<file path="src/rtl/raster_pixel_streamer_pkg.sv">
// Shared types and sizing helpers for the raster pixel streamer and its output FIFO.
package raster_pkg;

   typedef enum logic [1:0] {
      IDLE  = 2'd0,
      RUN   = 2'd1,
      DRAIN = 2'd2
   } state_t;

   typedef struct packed {
      logic sof;
      logic eol;
      logic eof;
   } sideband_t;

   // BT.601-style luma weights scaled by 256; they sum to exactly 256.
   localparam int unsigned LUMA_R = 77;
   localparam int unsigned LUMA_G = 150;
   localparam int unsigned LUMA_B = 29;

   // Two slots beyond the ROM latency cover one pixel held at the output
   // while a full pipe of reads is still landing.
   function automatic int fifo_depth(input int rom_lat);
      return rom_lat + 2;
   endfunction

   function automatic int count_width(input int depth);
      return $clog2(depth + 1);
   endfunction

endpackage

</file>
<file path="src/rtl/raster_pixel_streamer_fifo.sv">
// Show-ahead FIFO for the pixel stream: head entry is visible whenever not empty.
module pix_skid_fifo import raster_pkg::*; #(
   parameter int WIDTH = 8,
   parameter int DEPTH = 3,
   parameter int CNT_W = count_width(DEPTH)
) (
   input  logic             clk_i,
   input  logic             rst_i,
   input  logic             push_i,
   input  logic [WIDTH-1:0] din_i,
   input  logic             pop_i,
   output logic [WIDTH-1:0] dout_o,
   output logic             empty_o,
   output logic [CNT_W-1:0] count_o
);

   localparam int PTR_W = $clog2(DEPTH);

   logic [WIDTH-1:0] mem_q [DEPTH];
   logic [PTR_W-1:0] wr_ptr_q, wr_ptr_d;
   logic [PTR_W-1:0] rd_ptr_q, rd_ptr_d;
   logic [CNT_W-1:0] count_q, count_d;
   logic             full;
   logic             push_eff;
   logic             pop_eff;

   function automatic logic [PTR_W-1:0] ptr_inc(input logic [PTR_W-1:0] p);
      return (p == PTR_W'(DEPTH - 1)) ? '0 : p + 1'b1;
   endfunction

   assign empty_o  = (count_q == '0);
   assign full     = (count_q == CNT_W'(DEPTH));
   assign pop_eff  = pop_i && !empty_o;
   // A push into a full FIFO is accepted only when the head leaves in the same clock.
   assign push_eff = push_i && (!full || pop_eff);
   assign dout_o   = mem_q[rd_ptr_q];
   assign count_o  = count_q;

   always_comb begin
      wr_ptr_d = push_eff ? ptr_inc(wr_ptr_q) : wr_ptr_q;
      rd_ptr_d = pop_eff  ? ptr_inc(rd_ptr_q) : rd_ptr_q;
      count_d  = count_q;
      case ({push_eff, pop_eff})
         2'b10:   count_d = count_q + 1'b1;
         2'b01:   count_d = count_q - 1'b1;
         default: count_d = count_q;
      endcase
   end

   always_ff @(posedge clk_i) begin
      if (push_eff) begin
         mem_q[wr_ptr_q] <= din_i;
      end
   end

   always_ff @(posedge clk_i or posedge rst_i) begin
      if (rst_i) begin
         wr_ptr_q <= '0;
         rd_ptr_q <= '0;
         count_q  <= '0;
      end else begin
         wr_ptr_q <= wr_ptr_d;
         rd_ptr_q <= rd_ptr_d;
         count_q  <= count_d;
      end
   end

endmodule

</file>
<file path="src/rtl/raster_pixel_streamer.sv">
// Raster-order frame buffer reader with valid/ready output and SOF/EOL/EOF sideband.
// Optional GRAYSCALE_EN macro converts each pixel to replicated luma at the FIFO write.
module raster_pixel_streamer import raster_pkg::*; #(
   parameter int IMG_W   = 400,
   parameter int IMG_H   = 266,
   parameter int PIX_W   = 24,
   parameter int ADDR_W  = 17,
   parameter int ROM_LAT = 1
) (
   input  logic              clk_i,
   input  logic              rst_i,
   input  logic              start_i,
   input  logic              continuous_i,
   input  logic              stop_i,
   output logic              busy_o,
   output logic              frame_done_o,
   output logic              rom_en_o,
   output logic [ADDR_W-1:0] rom_addr_o,
   input  logic [PIX_W-1:0]  rom_data_i,
   output logic              m_valid_o,
   input  logic              m_ready_i,
   output logic [PIX_W-1:0]  m_data_o,
   output logic              m_sof_o,
   output logic              m_eol_o,
   output logic              m_eof_o
);

   localparam int DEPTH = fifo_depth(ROM_LAT);
   localparam int CNT_W = count_width(DEPTH);
   localparam int OCC_W = CNT_W + 1;
   localparam int X_W   = $clog2(IMG_W);
   localparam int Y_W   = $clog2(IMG_H);
   localparam int SB_W  = $bits(sideband_t);
   localparam int FW    = PIX_W + SB_W;

   state_t                   state_q, state_d;
   logic [X_W-1:0]           x_q, x_d;
   logic [Y_W-1:0]           y_q, y_d;
   logic [ADDR_W-1:0]        addr_q, addr_d;
   logic                     stop_q, stop_d;
   logic [ROM_LAT-1:0]       vld_q, vld_d;
   sideband_t [ROM_LAT-1:0]  sb_q, sb_d;

   sideband_t                issue_sb;
   sideband_t                out_sb;
   logic [PIX_W-1:0]         pix_wr;
   logic [FW-1:0]            fifo_dout;
   logic                     fifo_empty;
   logic [CNT_W-1:0]         fifo_cnt;
   logic [OCC_W-1:0]         occupancy;
   logic                     last_pix;
   logic                     handshake;

`ifdef GRAYSCALE_EN
   localparam int CH_W = PIX_W / 3;
   localparam int LW   = CH_W + 8;
   logic [LW-1:0] luma_sum;

   assign luma_sum = LW'(LUMA_R) * LW'(rom_data_i[3*CH_W-1 -: CH_W])
                   + LW'(LUMA_G) * LW'(rom_data_i[2*CH_W-1 -: CH_W])
                   + LW'(LUMA_B) * LW'(rom_data_i[CH_W-1:0]);
   assign pix_wr   = {3{luma_sum[LW-1 -: CH_W]}};
`else
   assign pix_wr   = rom_data_i;
`endif

   // Every issued read owns a FIFO slot from issue until it is popped.
   assign occupancy = OCC_W'(fifo_cnt) + OCC_W'($countones(vld_q));
   assign last_pix  = (x_q == X_W'(IMG_W - 1)) && (y_q == Y_W'(IMG_H - 1));
   assign issue_sb  = '{sof: (x_q == '0) && (y_q == '0),
                        eol: (x_q == X_W'(IMG_W - 1)),
                        eof: last_pix};

   assign out_sb       = fifo_dout[FW-1:PIX_W];
   assign m_valid_o    = !fifo_empty;
   assign m_data_o     = fifo_dout[PIX_W-1:0];
   assign m_sof_o      = m_valid_o && out_sb.sof;
   assign m_eol_o      = m_valid_o && out_sb.eol;
   assign m_eof_o      = m_valid_o && out_sb.eof;
   assign handshake    = m_valid_o && m_ready_i;
   assign frame_done_o = handshake && out_sb.eof;
   assign busy_o       = (state_q != IDLE);
   assign rom_addr_o   = addr_q;

   always_comb begin
      state_d  = state_q;
      x_d      = x_q;
      y_d      = y_q;
      addr_d   = addr_q;
      stop_d   = stop_q;
      rom_en_o = 1'b0;
      case (state_q)
         IDLE: begin
            stop_d = 1'b0;
            if (start_i) begin
               state_d = RUN;
            end
         end
         RUN: begin
            rom_en_o = (occupancy < OCC_W'(DEPTH));
            if (stop_i) begin
               stop_d = 1'b1;
            end
            if (rom_en_o) begin
               if (x_q == X_W'(IMG_W - 1)) begin
                  x_d = '0;
                  y_d = (y_q == Y_W'(IMG_H - 1)) ? '0 : y_q + 1'b1;
               end else begin
                  x_d = x_q + 1'b1;
               end
               addr_d = last_pix ? '0 : addr_q + 1'b1;
               if (last_pix && !(continuous_i && !stop_q && !stop_i)) begin
                  state_d = DRAIN;
               end
            end
         end
         DRAIN: begin
            if (frame_done_o) begin
               state_d = IDLE;
               stop_d  = 1'b0;
            end
         end
         default: state_d = IDLE;
      endcase
   end

   always_comb begin
      vld_d    = vld_q << 1;
      vld_d[0] = rom_en_o;
      sb_d     = sb_q << SB_W;
      sb_d[0]  = issue_sb;
   end

   always_ff @(posedge clk_i or posedge rst_i) begin
      if (rst_i) begin
         state_q <= IDLE;
         x_q     <= '0;
         y_q     <= '0;
         addr_q  <= '0;
         stop_q  <= 1'b0;
         vld_q   <= '0;
         sb_q    <= '0;
      end else begin
         state_q <= state_d;
         x_q     <= x_d;
         y_q     <= y_d;
         addr_q  <= addr_d;
         stop_q  <= stop_d;
         vld_q   <= vld_d;
         sb_q    <= sb_d;
      end
   end

   pix_skid_fifo #(
      .WIDTH (FW),
      .DEPTH (DEPTH),
      .CNT_W (CNT_W)
   ) u_fifo (
      .clk_i   (clk_i),
      .rst_i   (rst_i),
      .push_i  (vld_q[ROM_LAT-1]),
      .din_i   ({sb_q[ROM_LAT-1], pix_wr}),
      .pop_i   (m_ready_i),
      .dout_o  (fifo_dout),
      .empty_o (fifo_empty),
      .count_o (fifo_cnt)
   );

endmodule

</file>
<file path="config.mk">
export PLATFORM = sky130hd
export DESIGN_NAME = raster_pixel_streamer
export DESIGN_NICKNAME = d
export VERILOG_FILES = /design/src/rtl/raster_pixel_streamer_pkg.sv /design/src/rtl/raster_pixel_streamer_fifo.sv /design/src/rtl/raster_pixel_streamer.sv
export SDC_FILE = /design/constraint.sdc
export NUM_CORES = 1
export LEC_CHECK = 0
export BUFFER_PORTS_ARGS = -buffer_cell sky130_fd_sc_hd__buf_2
export CORE_MARGIN = 3
export CORE_UTILIZATION = 51
export DETAILED_ROUTE_END_ITERATION = 10
export GPL_TIMING_DRIVEN = 0
export PLACE_DENSITY = 0.72
export SYNTH_ARGS = -nofsm -noshare
export SYNTH_HDL_FRONTEND = slang
export SYNTH_SLANG_ARGS = --single-unit
</file>
<file path="constraint.sdc">
create_clock -name clk_i -period 3 [get_ports clk_i]
set_input_delay 0.6 -clock clk_i [delete_from_list [all_inputs] [get_ports clk_i]]
set_output_delay 0.6 -clock clk_i [all_outputs]
set_load 0.02 [all_outputs]
</file>
---- Word-level counts from Yosys, hierarchy flattened ----
Memory sizes are Yosys's and may differ from the RTL's.
Cells that the tools add are included.
word-level totals
  register bits after elaboration ......... 48
  bits in latches ......................... 0
  RAM bits ................................ 81
  bits in read-only memories .............. 0
  input bits .............................. 30
  output and inout port bits .............. 48
  logic and storage cells ................. 81
  memories kept ........................... 1
memories
  name          words  width  read ports  clocked after Yosys merged registers in  wr ports  line                              text
  u_fifo.mem_q  3      27     1           0                                        1         raster_pixel_streamer_fifo.sv:19  logic [WIDTH-1:0] mem_q [DEPTH];
operators by class
  $add $sub $neg .......................... 8
  multipliers ............................. 0
  div/mod/pow operators ................... 0
  order comparisons ....................... 1
  equality and inequality tests ........... 14
  shift-type cells ........................ 0
  multiplexer cells ....................... 17
  bitwise operators ....................... 0
  reductions and logical operators ........ 28
operator list
  operator                 count
  $add A9 B1 Y9 const B    2
  $eq A9 B9 Y1 const B     2
  $logic_not A9 Y1         2
  $mux W9                  2
  $add A17 B1 Y17 const B  1
  $mux W17                 1
  $mux W2                  6
  $logic_and A1 B1 Y1      11
  $eq A2 B2 Y1 const B     5
  $ne A2 B2 Y1 const B     5
  $add A2 B1 Y2 const B    3
  $pmux W2 S3              1
  $reduce_and A3 Y1        2
  $logic_not A1 Y1         5
  $mux W1                  5
  $eq A2 B1 Y1 const B     2
  $logic_not A2 Y1         2
  $pmux W2 S2              1
  $reduce_and A4 Y1        1
  $reduce_bool A2 Y1       2
  $add A2 B1 Y3            1
  $lt A3 B2 Y1 const B     1
  $pmux W1 S3              1
  $reduce_bool A3 Y1       1
  other kinds (3)          3

---- Depth between registers and ports, before layout ----
Gate-level depths: netlist of run 1.
  depth after elaboration ................. 8
  mapped depth ............................ 7
  gate-level depth less buffers ........... 7

---- Cells and area by module ----
From an unflattened synthesis of run 1, not the netlist that was laid out.
second synthesis, totals
  cell total of the unflattened synthesis .. 437
  area, all modules ....................... 5570.3 um^2
by module, submodules not included
  module                 times used  cells each  area an instance (um^2)  seq. area each (um^2)
  pix_skid_fifo          1           201         3299.4                   2582.5
  raster_pixel_streamer  1           236         2270.9                   1051.0

---- Worst setup path before layout of run 1 ----
OpenSTA, ideal clock, no wires.
  kind .................................... in2reg
  start ................................... input port m_ready_i
  end ..................................... memory u_fifo.mem_q[1][0] (netlist name), enable pin
  setup time .............................. 453 ps
  data arrival time ....................... 2891 ps
  data required time ...................... 2547 ps
  path slack .............................. -345 ps
  stages on the path ...................... 2
  buffers on the path ..................... 0
  path through ............................ o21ai_0 nor3b_1
on the way
  cells in the longest elaborated chain, start to end .. 5
ends and longest elaborated chain
  element                        line                              text
  from (decl)                    raster_pixel_streamer.sv:21       input logic m_ready_i,
  $logic_and A1 B1 Y1            raster_pixel_streamer_fifo.sv:33  assign pop_eff = pop_i && !empty_o;
  $logic_or A1 B1 Y1             raster_pixel_streamer_fifo.sv:35  assign push_eff = push_i && (!full || pop_eff);
  $logic_and A1 B1 Y1            raster_pixel_streamer_fifo.sv:35
  $mux W1                        raster_pixel_streamer_fifo.sv:51  if (push_eff) begin
  $mux W1 (implied by the code)  raster_pixel_streamer_fifo.sv:52  mem_q[wr_ptr_q] <= din_i;
  to (decl)                      raster_pixel_streamer_fifo.sv:19
No other way between the ends.

---- Worst setup path after layout of run 1 ----
  start ................................... register u_fifo.count_q[0], in the netlist u_fifo.count_o[0]
  end ..................................... output port rom_en_o
on the way
  cells in the longest elaborated chain, start to end .. 3
ends and longest elaborated chain
  element                 line                              text
  from (decl)             raster_pixel_streamer_fifo.sv:22  logic [CNT_W-1:0] count_q, count_d;
  from (signal assigned)  raster_pixel_streamer_fifo.sv:64  count_q <= count_d;
  $add A2 B1 Y3           raster_pixel_streamer.sv:68       assign occupancy = OCC_W'(fifo_cnt) + OCC_W'($countones(vld_q));
  $lt A3 B2 Y1            raster_pixel_streamer.sv:100      rom_en_o = (occupancy < OCC_W'(DEPTH));
  $mux W1                 raster_pixel_streamer.sv:92       case (state_q)
  to (decl)               raster_pixel_streamer.sv:17       output logic rom_en_o,
No other way between the ends.

==> flow_results.org, run 1 <==
** Outcome
- Result of the run :: finished clean

** Yosys
- Total number of yosys warnings :: 0
- Number of synthesized flops with an enable pin :: a little over 80
- Of the post-synthesis cell area, the dominant cell type holds 0.4382.
- Instance count of the mapped netlist :: approximately 440
- Count of unique library cells instantiated by Yosys :: 46
- The number of nets in the synthesized netlist is 481.
- Biggest area consumer among synthesized cells :: sky130_fd_sc_hd__edfxtp_1
- Dividing the synthesized area by the synthesized cell count gives between 10 and 15 sq um.
- Yosys reg bits :: around 130
- Among all flip-flop cells after synthesis, the most frequent one is sky130_fd_sc_hd__edfxtp_1.
- The cell area that synthesis handed to floorplanning was 5550 sq um.
- Biggest area contributors in the synthesized netlist :: sky130_fd_sc_hd__edfxtp_1 44%, sky130_fd_sc_hd__dfrtp_1 22%, sky130_fd_sc_hd__mux2i_1 6.0%, sky130_fd_sc_hd__nand2_1 3.7%, sky130_fd_sc_hd__o21ai_0 3.2%
- Of the synthesized area, sequential elements account for 0.6546.
- Of all flip-flops after synthesis, the portion carrying an async set or reset was 0.3721.

** Route
- The detailed router placed between 3,000 and 4,000 vias in this run.
- Routed wire length :: 11,330 microns
- DRC Markers :: 0
- Average routed wire per standard cell :: around 16 microns
- The first detailed-routing pass ran for 4 iterations.
- Count of antenna-violating nets left after detailed routing :: 0
- In the routed layout, each cell is associated on average with a via count of ~5.6.
- Iteration-0 DRC Markers :: roughly 220

** GRT
- The number of global-route vias before repair was about 3,800.
- The first global-routing pass estimated approximately 18,000 microns of wire.
- Initial antenna violation count :: 0
- Entering global routing, the biggest net connects 37 pins.
- Across every metal layer, demand over resource in global routing totals 0.2010.
- The total overflow left after global routing is 0.

** Critical path
- Along the worst path, the maximum fanout reaches 8.
- The worst setup path is captured at an output pin.
- Worst Path Class, Setup :: reg2out
- WP data required :: 2.40 ns
- Worst R2R Path Depth :: 6
- Worst path arrival time :: 2.23 ns
- The worst setup path is launched from a flop.

** Cells and area
- Across the whole layout, storage elements account for about 3600 sq um.
- The multi-input combinational cells in the finished layout cover a total of between 1500 and 2000 sq um.
- ANT cells :: 0
- Layout cells sized above 1 :: 0.2284
- Synth-to-Final Area Change :: 23.51%
- Net count reported at finish :: between 500 and 600
- Fill cell total of the finished layout :: between 700 and 800
- Commonest cells after routing, fill and taps aside :: 81 x sky130_fd_sc_hd__buf_2, 81 x sky130_fd_sc_hd__edfxtp_1, 53 x sky130_fd_sc_hd__nand2_1
- Final core utilization :: 0.6552
- The finished layout holds 692 standard cells, fillers aside.

** Timing
- The worst pin sits at a relative slew slack of 0.2043.
- The number of pins with negative max-slew slack in the final report is 0.
- Clock Skews :: ~0.010 ns
- Based on the critical path, the design can be clocked at up to approximately 350 MHz.
- Tightest Pin Transition :: about 1.2 ns
- Final Hold Viols :: 0
- Final setup violating endpoints :: 0
- The worst path needs around 2.8 ns of the cycle, external delays included.
- Setup repair after global routing left no endpoint under its margin.
- Share of the clock period used by the worst path :: 0.9442

** Die
- Std-Cell Rows :: 37
- 78 I/O pins were placed.
- The floorplan step set the die width to 110.3 microns.
- Floorplan core area :: 10,460 sq um
- The die is between 100 and 150 microns tall.
- Area of the die :: 12,170 sq um
- Starting density of the core :: 0.5305

** Min path
- Type of the worst min-delay path :: in2async

** Power
- Portion of total power attributed to the clock network :: 0.283
- Internal Power :: 4.712 mW
- Summed over all cells, the static leakage comes to 2.759 nW.
- Of the total power, combinational logic draws 0.346.
- Flop pwr share :: 0.371
- Total power divided by cell area :: approximately 1100 nW/um^2
- Pwr Total :: ~7.4 mW
- Net load switching power :: around 2.7 mW
- Sw Share :: 0.3633
- Worst vdd ir :: around 0.64 mV

** CTS
- CTS tree :: built
- Clock latency on the worst-skew pair :: ~0.52 ns
- Counting the buffers created by CTS gives 17.
- No sink is reached through more buffers than the 2 on the longest clock path.
- Clock transition time at the flip-flop clock pins of the worst setup and hold paths :: 0.06 ns
- H-tree depth reported by CTS :: 4
- Clock Tree Root :: sky130_fd_sc_hd__clkbuf_8
- TritonCTS Sinks :: around 130
- CTS Hold Bufs :: 0

** Place
- Count of input and output buffers :: 77
- Final Wtd Congestion :: 0.8283
- Dpl hpwl :: ~7600 microns
- Once placement completed, the tool counted placed cells totaling 660.

** Run
- Max_cap viols :: 0
-- per-layer routing --
layer,GRT usage,vias to the layer above,part of all wire
met4,0.07212,0,0.012
met2,0.3341,102,0.50
met5,0,-,0
li1,-,1869,-
met3,0.06348,12,0.052
met1,0.2482,1888,0.44
-- state kept, by name, summed over array words and instances, names as in the netlist --
signal,cells
rom_addr_o,17
u_fifo.wr_ptr_q,2
u_fifo.count_o,2
stop_q,1
u_fifo.rd_ptr_q,2
sb_q,3
x_q,9
state_q,2
y_q,9
vld_q,1
u_fifo.mem_q,81
-- cells by family after synthesis --
family / count (synthesis) / synth area share
DFF: 129 / 0.6546
AOI/OAI and AO/OA: 74 / 0.07822
adders and majority gates: 8 / 0.01803
muxes: 33 / 0.05951
xor gates and xnor gates: 12 / 0.01894
and+or+nand+nor: 159 / 0.1508
buffers and inverters: 28 / 0.01984
-- power by group through the flow --
| stage | registers, mW | logic [mW] | clock network [mW] |
|---|---|---|---|
| after global routing | 2.80 | 2.83 | 2.23 |
| after CTS | 2.74 | 2.57 | 2.12 |
| after floorplan | 2.77 | 1.63 | 0 |
| after global placement | 2.76 | 2.36 | 0 |
| after detailed placement | 2.77 | 2.55 | 0 |
| final | 2.75 | 2.56 | 2.10 |
-- worst max-delay path, stage by stage, from the launching register on --
cell and delay, ns:
sky130_fd_sc_hd__dfrtp_1 0.44, sky130_fd_sc_hd__ha_1 0.23, sky130_fd_sc_hd__ha_1 0.33, sky130_fd_sc_hd__a21oi_2 0.19, sky130_fd_sc_hd__nand2_2 0.15, sky130_fd_sc_hd__inv_2 0.17
sky130_fd_sc_hd__buf_2 0.19
-- layout make-up --
cell class | instances | area share
Buffer | 14 | 0.008396
Clock buffer | 18 | 0.06096
Sequential cell | 129 | 0.5300
Clock inverter | 14 | 0.02756
Timing Repair Buffer | 81 | 0.07118
Tap cell | 136 | 0.02482
Multi-Input combinational cell | 286 | 0.2694
Inverter | 14 | 0.007666
-- synthesized netlist by cell type (8+ instances only) --
master / number
sky130_fd_sc_hd__inv_1: 14
sky130_fd_sc_hd__or4_1: 9
sky130_fd_sc_hd__edfxtp_1: 81
sky130_fd_sc_hd__a21oi_1: 17
sky130_fd_sc_hd__nor4_1: 10
sky130_fd_sc_hd__mux2i_1: 33
sky130_fd_sc_hd__o21ai_0: 36
sky130_fd_sc_hd__nor3_1: 10
sky130_fd_sc_hd__clkbuf_1: 9
sky130_fd_sc_hd__nor2_1: 18
sky130_fd_sc_hd__dfrtp_1: 48
sky130_fd_sc_hd__nand3_1: 22
sky130_fd_sc_hd__ha_1: 8
sky130_fd_sc_hd__nand2_1: 54
-- worst paths after layout --
kind | start | endpoint | slack, ns
worst max-delay path | u_fifo.count_o[0] | rom_en_o | 0.17
worst min-delay path | rst_i | rom_addr_o[7] | 0.02
worst max register to register | u_fifo.count_o[0] | rom_addr_o[13] | 0.45
worst min register to register | sb_q[0] | u_fifo.mem_q[1][24] | 0.47
max in group asynchronous | rst_i | y_q[0] | 2.49
min in group clk_i | rom_data_i[5] | u_fifo.mem_q[0][5] | 0.27
-- timing repair --
item,4_1_cts,5_1_grt
pin swaps,0,1
gates resized for setup,1,2
endpoints found under the hold margin,0,0
buffers inserted,0,0
setup endpoints to repair,1,1
-- per-stage QoR --
| step | setup WS, ns | hold slack, ns | TNS (ns) | instance area (sq um) |
|---|---|---|---|---|
| 2_1_floorplan | 0.5746 | 0.4375 | 0 | 5565 |
| 3_3_place_gp | -0.3599 | 0.4399 | -27.41 | 6121 |
| 3_5_place_dp | 0.3529 | 0.4557 | 0 | 6242 |
| 4_1_cts | 0.02582 | 0.01090 | 0 | 6849 |
| 5_1_grt | 0.05663 | 0.005016 | 0 | 6855 |
| 6_report | 0.1675 | 0.01565 | 0 | 6855 |
(Power assumes the default switching activity.)
==> run 2, diff against run 1 <==
--- a/config.mk
+++ b/config.mk
@@ -5,9 +5,10 @@
 export SDC_FILE = /design/constraint.sdc
 export NUM_CORES = 1
 export LEC_CHECK = 0
-export BUFFER_PORTS_ARGS = -buffer_cell sky130_fd_sc_hd__buf_2
+export BUFFER_PORTS_ARGS = -buffer_cell sky130_fd_sc_hd__buf_4
 export CORE_MARGIN = 3
 export CORE_UTILIZATION = 51
+export CTS_CLUSTER_SIZE = 10
 export DETAILED_ROUTE_END_ITERATION = 10
 export GPL_TIMING_DRIVEN = 0
 export PLACE_DENSITY = 0.72
==> flow_results.org, run 2 (synthesized netlist as in run 1, its figures left out) <==
** Critical path
- The arrival time at the worst endpoint came to 2.27 ns (+0.04 ns).
- The data required time at the worst endpoint is 2.40 ns (about the same).
- Highest net fanout along the worst path :: 8 (unchanged)
- The worst setup path is captured at an output pin.
- Nature of the critical path startpoint :: flop
- Worst Path Class, Setup :: reg2out

** CTS
- The clock latency on the worst-skew pair came to 0.51 ns (about the same).
- Clock Tree Root :: sky130_fd_sc_hd__clkbuf_8
- The count of clock tree sinks came to 129 (unchanged).
- Clock transition time at the flip-flop clock pins of the worst setup and hold paths :: 0.06 ns (about the same)
- CTS Hold Bufs :: 0 (unchanged)
- The post-CTS repair timing setup buffer count is 0 (unchanged).
- The number of buffers between clock root and the deepest sink came to 2 (unchanged).
- The number of buffers created by CTS was 17 (unchanged).
- TritonCTS built the clock tree.
- The H-tree depth reported by CTS is 4 (unchanged).

** Route
- The mean routed wirelength per cell was 16.49 microns (+0.78%).
- Routed wire length :: 11,410 microns (+0.78%)
- The final routed DRC violation total was 0 (unchanged).
- Iteration-0 DRC Markers :: 222 (unchanged)
- The post-detailed-route via-to-cell ratio is 5.569 (-0.44%).
- The number of nets with antenna violations after detailed routing is 0 (unchanged).
- Number of vias in the routed layout :: 3,854 (-0.44%)
- The number of search-and-repair iterations in the first detailed-routing pass is 4 (unchanged).

** Place
- The global placer's final weighted congestion was 0.7913 (-4.5%).
- Count of input and output buffers :: 77 (unchanged)
- The setup slack at placement is 0.3595 ns (+0.006627 ns).
- Dpl hpwl :: 7636 microns (+0.66%)
- The placement-stage cell area is 6435 sq um (+3.1%).

** Cells and area
- Net count reported at finish :: 581 (unchanged)
- The final core area utilization came to 0.6666 (+0.01136).
- Number of flip-flops under the largest register name :: 81 (unchanged)
- The area of all placed cells without fillers came to 6974 sq um (+1.7%).
- The number of fillers in the final layout was 774 (-1.3%).
- ANT cells :: 0 (unchanged)
- Most common library cell in the layout ignoring fill and taps :: sky130_fd_sc_hd__edfxtp_1
- Synth-to-Final Area Change :: 25.65%
- Register bank with the most flops :: u_fifo.mem_q
- Commonest cells after routing, fill and taps aside :: 81 x sky130_fd_sc_hd__edfxtp_1, 77 x sky130_fd_sc_hd__buf_4, 53 x sky130_fd_sc_hd__nand2_1
- FF/Latch Area :: 3633 sq um (unchanged)
- The layout cell share with drive strength beyond 1 came to 0.2266 (-0.001799).
- The multi-input logic area was 1843 sq um (-0.20%).

** Die
- Die Height :: 110.3 microns (unchanged)
- I/O pin count :: 78 (unchanged)
- The effective utilization at floorplan was 0.5305 (unchanged).
- Std-Cell Rows :: 37 (unchanged)
- The die area is 12,170 sq um (unchanged).
- The floorplan core area came to 10,460 sq um (unchanged).
- The die extent in x came to 110.3 microns (unchanged).

** Run
- The total of max-cap violations came to 0 (unchanged).

** Timing
- Maximum clock frequency :: 349.0 MHz (-1.1%)
- The number of setup violations in the final report is 0 (unchanged).
- Worst Slack Setup Final :: 0.1349 ns (-0.03255 ns)
- The worst hold margin was 0.02394 ns (+0.008294 ns).
- Clock Skews :: 0.01147 ns (+0.001296 ns)
- Fin crit period :: 2.865 ns (+0.03255 ns)
- Final Hold Viols :: 0 (unchanged)
- The transition time at the pin with the least slew margin was 1.115 ns (-0.06610 ns).
- The number of pins with negative max-slew slack in the final report was 0 (unchanged).
- The relative slew slack was 0.2488 (+0.04454).
- Setup repair after global routing left no endpoint under its margin.
- Share of the clock period used by the worst path :: 0.9550 (+0.01085)

** Min path
- The tightest min-delay check is of the in2async type.

** GRT
- The number of global-route vias before repair was 3,697 (-2.1%).
- The largest net degree at the start of global routing is 39 (+5.4%).
- The global-route usage over all layers was 0.1976 (-0.003402).
- The first-pass GRT wire length is 18,150 microns (-0.98%).
- Grt total ovfl :: 0 (unchanged)
- Initial antenna violation count :: 0 (unchanged)

** Power
- Worst vdd ir :: 0.6224 mV (-2.1%)
- Total power divided by cell area :: 1054 nW/um^2 (-2.3%)
- The overall power of the completed layout came to 7.352 mW (-0.65%).
- The leakage component of the power was 2.804 nW (+1.7%).

** Outcome
- Result of the run :: finished clean
-- run 2: cell types whose count changed in the layout (fill, tap and decap cells not counted), sizes merged --
cell / change
clkinvlp: -3
bufinv: -3
inv: +2
clkinv: +1
clkbuf: +3
-- run 2: metrics by stage --
step	std cells	TNS, ns
after global routing	692	0
after detailed placement	660	0
after global placement	656	-26.96
final	692	0
after floorplan	443	0
after CTS	692	0
-- run 2: worst max-delay path, stage by stage, from the launching register on --
cell and delay, ns:
sky130_fd_sc_hd__dfrtp_1 0.45, sky130_fd_sc_hd__ha_1 0.23, sky130_fd_sc_hd__ha_1 0.31, sky130_fd_sc_hd__a21oi_1 0.25
sky130_fd_sc_hd__nand2_2 0.18, sky130_fd_sc_hd__inv_2 0.17, sky130_fd_sc_hd__buf_4 0.16
-- run 2: final cells by class --
class                      count  share of cell area
buffer                        14            0.008253
clock buffer                  21             0.06459
clock inverter                11             0.01238
inverter                      14            0.007535
multi-input combinational    286              0.2643
sequential                   129              0.5210
tap                          136             0.02440
timing repair buffer          81             0.09760
-- run 2: worst paths after layout --
kind / startpoint / endpoint / slack (ns) / cells after the start
setup / recovery: u_fifo.count_o[0] / rom_en_o / 0.13 / 6
hold / removal: rst_i / rom_addr_o[11] / 0.02 / 2
setup reg to reg: u_fifo.count_o[0] / rom_addr_o[7] / 0.40 / 7
hold reg to reg: sb_q[2] / u_fifo.mem_q[2][26] / 0.46 / 0
max in group asynchronous: rst_i / x_q[5] / 2.49 / 3
min in group clk_i: rom_data_i[9] / u_fifo.mem_q[2][9] / 0.28 / 1
-- run 2: report_power, final --
| group | switching (mW) | leakage (nW) | total, mW | internal [mW] |
|---|---|---|---|---|
| registers | 0.299 | 1.37 | 2.75 | 2.46 |
| clock network | 0.720 | 0.271 | 1.86 | 1.14 |
| logic | 1.65 | 1.17 | 2.74 | 1.09 |
-- run 2: metal layers --
| metal | share of wire | track usage | vias up |
|---|---|---|---|
| met5 | 0 | 0 | - |
| met4 | 0.0052 | 0.06508 | 0 |
| met3 | 0.045 | 0.05009 | 6 |
| met2 | 0.52 | 0.3332 | 96 |
| met1 | 0.43 | 0.2507 | 1899 |
| li1 | - | - | 1853 |
-- run 2: what timing repair did --
item,CTS,global route
gates resized for setup,1,1
setup endpoints to repair,1,1
pin swaps,0,0
